### config.mk
export PLATFORM = sky130hd
export DESIGN_NAME = tick_sched_ctrl
export DESIGN_NICKNAME = d
export VERILOG_FILES = /design/src/rtl/tick_sched_pkg.sv /design/src/rtl/tick_downcounter.sv /design/src/rtl/tick_sched_ctrl.sv
export SDC_FILE = /design/constraint.sdc
export NUM_CORES = 1
export LEC_CHECK = 0
export ABC_AREA = 1
export CORE_MARGIN = 8
export CORE_UTILIZATION = 45
export CTS_CLUSTER_SIZE = 40
export DETAILED_ROUTE_END_ITERATION = 12
export HOLD_SLACK_MARGIN = 0.12
export PLACE_DENSITY_LB_ADDON = 0.05
export SLEW_MARGIN = 20
export SYNTH_ARGS = -nofsm -noshare
export SYNTH_HDL_FRONTEND = slang
export SYNTH_SLANG_ARGS = --single-unit
### constraint.sdc
create_clock -name clk_in -period 3.1 [get_ports clk_in]
set_clock_uncertainty 0.05 [all_clocks]
set_input_delay 0.31 -clock clk_in [delete_from_list [all_inputs] [get_ports clk_in]]
set_output_delay 0.31 -clock clk_in [all_outputs]
set_load 0.01 [all_outputs]
### src/rtl/tick_sched_pkg.sv
// Shared definitions for the tick scheduler: FSM state encoding and period limits.
package tick_sched_pkg;

    typedef enum logic {
        IDLE = 1'b0,
        RUN  = 1'b1
    } state_t;

    localparam int DEFAULT_PERIOD_1HZ = 125_000_000;
    localparam int MIN_PERIOD         = 2;

endpackage

### src/rtl/tick_downcounter.sv
// Loadable down-counter with a zero flag; load has priority over decrement.
module tick_downcounter #(
    parameter int CNT_W = 32
) (
    input  logic             clk,
    input  logic             rst,
    input  logic             load,
    input  logic             en,
    input  logic [CNT_W-1:0] load_val,
    output logic             zero
);

    logic [CNT_W-1:0] count;

    always_ff @(posedge clk) begin
        if (rst) begin
            count <= '0;
        end else if (load) begin
            count <= load_val;
        end else if (en) begin
            count <= count - CNT_W'(1);
        end
    end

    assign zero = (count == '0);

endmodule

### src/rtl/tick_sched_ctrl.sv
// Programmable tick scheduler: periodic/one-shot single-cycle tick plus toggled clk_out.
// Optional sticky tick interrupt enabled by defining TICK_SCHED_CTRL_IRQ_EN.
module tick_sched_ctrl
    import tick_sched_pkg::*;
#(
    parameter int CNT_W          = 32,
    parameter int DEFAULT_PERIOD = DEFAULT_PERIOD_1HZ,
    parameter int TCNT_W         = 16
) (
    input  logic              clk_in,
    input  logic              rst,
    input  logic              cfg_valid,
    output logic              cfg_ready,
    input  logic [CNT_W-1:0]  cfg_period,
    input  logic              cfg_oneshot,
    output logic              cfg_err,
    input  logic              start,
    input  logic              stop,
    output logic              busy,
    output logic              tick,
    output logic              clk_out,
    output logic [TCNT_W-1:0] tick_count
`ifdef TICK_SCHED_CTRL_IRQ_EN
    ,
    output logic              irq,
    input  logic              irq_clr
`endif
);

    state_t           state;
    logic [CNT_W-1:0] period;
    logic             oneshot;

    logic             cnt_load;
    logic             cnt_en;
    logic [CNT_W-1:0] cnt_load_val;
    logic             cnt_zero;

    // Counter reloads on start and on each periodic expiry; it holds at zero otherwise.
    always_comb begin
        cnt_load     = 1'b0;
        cnt_en       = 1'b0;
        cnt_load_val = period - CNT_W'(1);
        if (state == IDLE) begin
            cnt_load = start && !stop && !cfg_valid;
        end else if (!stop) begin
            if (cnt_zero) begin
                cnt_load = !oneshot;
            end else begin
                cnt_en = 1'b1;
            end
        end
    end

    tick_downcounter #(
        .CNT_W (CNT_W)
    ) u_counter (
        .clk      (clk_in),
        .rst      (rst),
        .load     (cnt_load),
        .en       (cnt_en),
        .load_val (cnt_load_val),
        .zero     (cnt_zero)
    );

    always_ff @(posedge clk_in) begin
        if (rst) begin
            state      <= IDLE;
            period     <= CNT_W'(DEFAULT_PERIOD);
            oneshot    <= 1'b0;
            tick       <= 1'b0;
            clk_out    <= 1'b0;
            busy       <= 1'b0;
            cfg_err    <= 1'b0;
            tick_count <= '0;
            cfg_ready  <= 1'b1;
        end else begin
            tick    <= 1'b0;
            cfg_err <= 1'b0;
            case (state)
                IDLE: begin
                    if (cfg_valid) begin
                        if (cfg_period >= CNT_W'(MIN_PERIOD)) begin
                            period  <= cfg_period;
                            oneshot <= cfg_oneshot;
                        end else begin
                            cfg_err <= 1'b1;
                        end
                    end else if (start && !stop) begin
                        state     <= RUN;
                        busy      <= 1'b1;
                        cfg_ready <= 1'b0;
                    end
                end
                RUN: begin
                    if (stop) begin
                        state     <= IDLE;
                        busy      <= 1'b0;
                        cfg_ready <= 1'b1;
                    end else if (cnt_zero) begin
                        tick       <= 1'b1;
                        clk_out    <= !clk_out;
                        tick_count <= tick_count + TCNT_W'(1);
                        if (oneshot) begin
                            state     <= IDLE;
                            busy      <= 1'b0;
                            cfg_ready <= 1'b1;
                        end
                    end
                end
                default: begin
                    state     <= IDLE;
                    busy      <= 1'b0;
                    cfg_ready <= 1'b1;
                end
            endcase
        end
    end

`ifdef TICK_SCHED_CTRL_IRQ_EN
    // Set has priority so a tick coinciding with a clear is never lost.
    always_ff @(posedge clk_in) begin
        if (rst) begin
            irq <= 1'b0;
        end else if (tick) begin
            irq <= 1'b1;
        end else if (irq_clr) begin
            irq <= 1'b0;
        end
    end
`endif

endmodule

* After elaboration in Yosys (flattened, before gate mapping)
Index checks and enable logic that the tools add are counted.
** Word-level totals
- Word-level logic and storage cells :: 62
- Flip-flop bits (word level) :: 87
- Bits of input ports :: 38
- Output and inout port bits :: 21
** Cells by class
- Bitwise gates (word level) :: 3
- Magnitude comparators :: 1
- Equality and inequality tests :: 4
- Muxes and demuxes :: 28
- Reductions and logical operators :: 13
- Add/sub/neg operators :: 3
** Operators with widths (count)
- 2-to-1 mux 32 bit :: 2
- subtractor 32 x 1 -> 32 bit (second input constant) :: 2
- greater-or-equal comparator 32 x 2 -> 1 bit (second input constant) :: 1
- logical NOT 32 bit :: 1
- 2-to-1 mux 1 bit :: 23
- adder 16 x 1 -> 16 bit (second input constant) :: 1
- inequality test 3 x 2 -> 1 bit (second input constant) :: 2
- one-hot mux 1 bit (2 select lines) :: 3
- AND reduction 3 bit :: 2
- OR reduction 3 bit :: 2
- logical NOT 1 bit :: 4
- AND reduction 4 bit :: 1
- inverter 1 bit :: 3
- logical AND 1 bit :: 2
- inequality test 2 x 1 -> 1 bit (second input constant) :: 1
- inequality test 2 bit (second input constant) :: 1
- nonzero test 2 bit :: 1

* Depth between registers and ports, before layout
- Depth in word-level cells :: 6
- Mapped depth :: 20

* Cells and area by module
A second synthesis with hierarchy kept.
** Second synthesis, totals
- Cell total of the unflattened synthesis :: 876
- Area, all modules :: 5496.5 um^2
** By module, submodules not included
- tick_sched_ctrl :: area an instance 3311.9 um^2, cells each 535, instances 1
- tick_downcounter :: area an instance 2184.6 um^2, cells each 341, instances 1

* Worst setup path before layout
Ideal clock, no wire load.
- Path kind :: register to register
- Start point :: register u_counter.count[3]
- End point :: register u_counter.count[14]
- Buffers on the path :: 0
- Required time :: 2937 ps
- Stages on the path, launching flop included :: 18
- Data arrival time :: 2058 ps
- Library setup time :: 113 ps
- Slack :: 879 ps
- Cells stage by stage :: dfxtp_1 -> nor2_1 -> nand2_1 -> nor2_1 -> nand2_2 -> o21ai_1 -> nand2_2 -> nand2_1 -> o21ai_1 -> inv_1 -> ha_1 -> nand2_1 -> nor2_4 -> nand3_2 -> nor2_2 -> nor2_1 -> o21ai_1 -> inv_1
** On the way
- Cells in the longest elaborated chain, start to end :: 5
- Elaborated cells on any way between the ends :: 11
** Ends and longest elaborated chain
- start: declaration :: RTL line tick_downcounter.sv:13 : logic [CNT_W-1:0] count;
- start signal: assignment :: RTL line tick_downcounter.sv:19 : count <= load_val;
- start signal: assignment :: RTL line tick_downcounter.sv:21 : count <= count - CNT_W'(1);
- parallel branches: the longest is 5 deep, another holds subtractor 32 x 1 -> 32 bit
Several ways; the timed one is not identified. The select of a mux whose other input is x is not followed.
A chain may end at the register's enable or synchronous reset.

* Worst setup path in the final report
- Start point :: register u_counter.count[23]
- End point :: register u_counter.count[30]
Same word-level chain as after synthesis.

==> impl_metrics.csv <==
group,metric,value,unit
outcome,status,"finished clean",
floorplanning,io_pins,59,
layout,reg.largest.list,"period x32, u_counter.count x32, tick_count x16",
grt,overflow,0,
critical_path,critPathKind,"reg2reg",
placement,gp_congestion,0.9046,
detailed_routing,viasPerCell,5.095,
placement,place_ws,196.1,ps
critical_path,reg2reg_from,"u_counter.count[23]",
critical_path,worstPathRequired,3310,ps
grt,grt_use_total,20.05,%
yosys,synth_cells,782,
yosys,synth_edf_count,0,
critical_path,slowest_delay,340,ps
placement,hpwl,10740,µm
clocking,insertion_delay,370,ps
layout,syn_to_final_growth,18.59,%
yosys,ys_seq_elements,87,
critical_path,cp-start-kind,"flip-flop",
grt,antenna_found_initial,0,
yosys,syn_area,4975,µm²
sta,fin_crit,2774,ps
yosys,synth_ff_type,"dfxtp_1",
yosys,async_reset_ff_share,0,%
clocking,cts.clk_slew.worst_paths,90,ps
grt,first_global_vias,4781,
sta,setup_viol,0,
critical_path,path_common_cell,"nand2_1",
sta,maxSlewHeadroom,68.61,%
detailed_routing,top_layer,"met4",
clocking,post_cts_resized,0,
clocking,cts_root_buffer,"clkbuf_8",
floorplanning,start_util,46.09,%
detailed_routing,drt-wirelength-per-cell,14.60,µm
job,drv_cap,0,
grt,grt_first_pass_wirelength,23700,µm
critical_path,cp_slowest_cell,"dfxtp_1",
detailed_routing,dr_wl_met2,6285,µm
clocking,numCtsBuffers,9,
sta,worst_slew_pin_slew,470.1,ps
layout,nets,872,
yosys,synth_nets,822,
clocking,hold_buffers,0,
sta,max_freq,0.3605,GHz
sta,worst_slack,325.8,ps
sta,hold_ws,407.3,ps
power,powerDensity,468.0,nW/µm²
detailed_routing,drt-pass1-iter-count,5,
sta,hold_violations,0,
critical_path,cp_data_arrival_time,2990,ps
sta,rsz0062_at_grt,"no",
floorplanning,core,10790,µm²
detailed_routing,dr_wl_met3,1061,µm
floorplanning,dieArea,14670,µm²
critical_path,path_cells,"nor2_1 > nand2_1 > nor2_1 > nand2_1 > o21ai_1 > nand2_2 > nand2_1 > o21ai_1 > inv_1 > ha_1 > nand2_1 > nor2_4 > nand3_2 > nor2_2 > nand3b_1 > nand3_1 > nand2_1",
min_path,worstHoldPathType,"reg2reg",
layout,diodes,0,
min_path,hold_start,"period[29]",
critical_path,critPathBufInv,1,
detailed_routing,antenna_left,0,
grt,grt_start_max_net_pins,59,
detailed_routing,drc,0,
clocking,postCtsSetupBuffers,0,
detailed_routing,vias,4978,
power,p_leak,2.776,nW
yosys,synth.distinct_cells,37,
detailed_routing,wirelength_met1,6682,µm
sta,setup-tns-final,0,ps
floorplanning,die_y,121.1,µm
yosys,syn-mean-instance-area,6.362,µm²
clocking,clockBufferDepth,2,
sta,fin_crit_sh,89.49,%
clocking,h-tree-depth,3,
clocking,cts_tree,"done",
yosys,ys_seq_area_share,35.01,%
floorplanning,fp-row-count,38,
critical_path,cp_max_fo,9,
sta,maxSlewViolCount,0,
yosys,synth_warnings,0,
floorplanning,die_x,121.1,µm
critical_path,cp-end-kind,"flip-flop",
detailed_routing,wirelength,14260,µm
placement,portBuffers,58,
critical_path,path_delay_family,"simple AND/OR/NAND/NOR gates",
layout,drive_gt1_share,7.407,%
clocking,cts_sinks,87,
power,worst_ir_drop_vdd,0.1965,mV
critical_path,crit_start,"u_counter.count[23]",
detailed_routing,drtIter0Drc,325,
==> placed cells by master, fill, tap and decap left out, drive strengths merged, types with 11 or more instances in the layout <==
cell type / count
a21oi: 46
o211ai: 15
dfxtp: 87
nor2: 97
nand2: 212
inv: 128
clkdlybuf4s50: 58
o21ai: 53
clkbuf: 11
nand3: 54
==> worst min-delay path, delay by kind of cell (launching register included) <==
| kind | cells | cell delay (ps) |
|---|---|---|
| flops | 1 | 310 |
| buf+inv | 1 | 60 |
| compound gates | 1 | 50 |
==> per-stage QoR <==
| step | instance area [µm²] | total power, mW | utilization, % | std cells |
|---|---|---|---|---|
| 4_1_cts | 5891 | 2.776 | 54.58 | 977 |
| 2_1_floorplan | 4975 | 1.715 | - | 782 |
| 6_report | 5899 | 2.761 | 54.66 | 977 |
| 3_3_place_gp | 5677 | 1.904 | 52.60 | 961 |
| 5_1_grt | 5899 | 2.928 | 54.66 | 977 |
| 3_5_place_dp | 5677 | 1.909 | 52.60 | 961 |
==> metal layers <==
metal,vias to the layer above,GRT usage (%)
li1,2578,-
met1,2230,25.92
met2,151,31.40
met3,19,5.444
met4,0,7.170
met5,-,0
==> area by class of cell <==
| type | instances | area (µm²) |
|---|---|---|
| clock buffer | 11 | 151.4 |
| clock inverter | 5 | 62.56 |
| tap | 140 | 175.2 |
| multi-input combinational | 539 | 2628 |
| inverter | 128 | 480.5 |
| fill | 1083 | 4893 |
| sequential | 87 | 1742 |
| timing repair buffer | 67 | 660.6 |
==> final timing paths <==
check                             end  slack (ps)  cells past startpoint
setup / recovery  u_counter.count[30]         330                     17
hold / removal             period[29]         410                      2
setup reg to reg  u_counter.count[30]         330                     17
hold reg to reg            period[29]         410                      2
==> synthesized netlist by cell type (all sizes together), types with 8 or more instances <==
cell type | count | area, µm²
nand2 | 212 | 835.8
a21oi | 46 | 230.2
nor4 | 9 | 56.30
dfxtp | 87 | 1742
xor2 | 9 | 78.83
nor3 | 8 | 40.04
nand3 | 54 | 275.3
nand3b | 10 | 75.07
o211ai | 15 | 112.6
nor2 | 97 | 446.7
o21ai | 53 | 265.3
inv | 126 | 473.0
clkbuf | 21 | 78.83
==> kinds of logic after synthesis <==
family / share of synthesized area, %
AO/OA/AOI/OAI: 14.29
adder cells (fa/ha/maj): 0.5029
buffers and inverters: 12.35
XOR/XNOR: 1.761
AND/OR/NAND/NOR: 36.09
flip-flops: 35.01
==> report_power, final <==
group | leakage, nW | switching [mW] | internal [mW] | total (mW)
clock | 0.103 | 0.448 | 0.423 | 0.870
sequential | 0.715 | 0.0333 | 1.18 | 1.22
combinational | 1.96 | 0.438 | 0.235 | 0.674
Power figures use the tool's default switching activity.
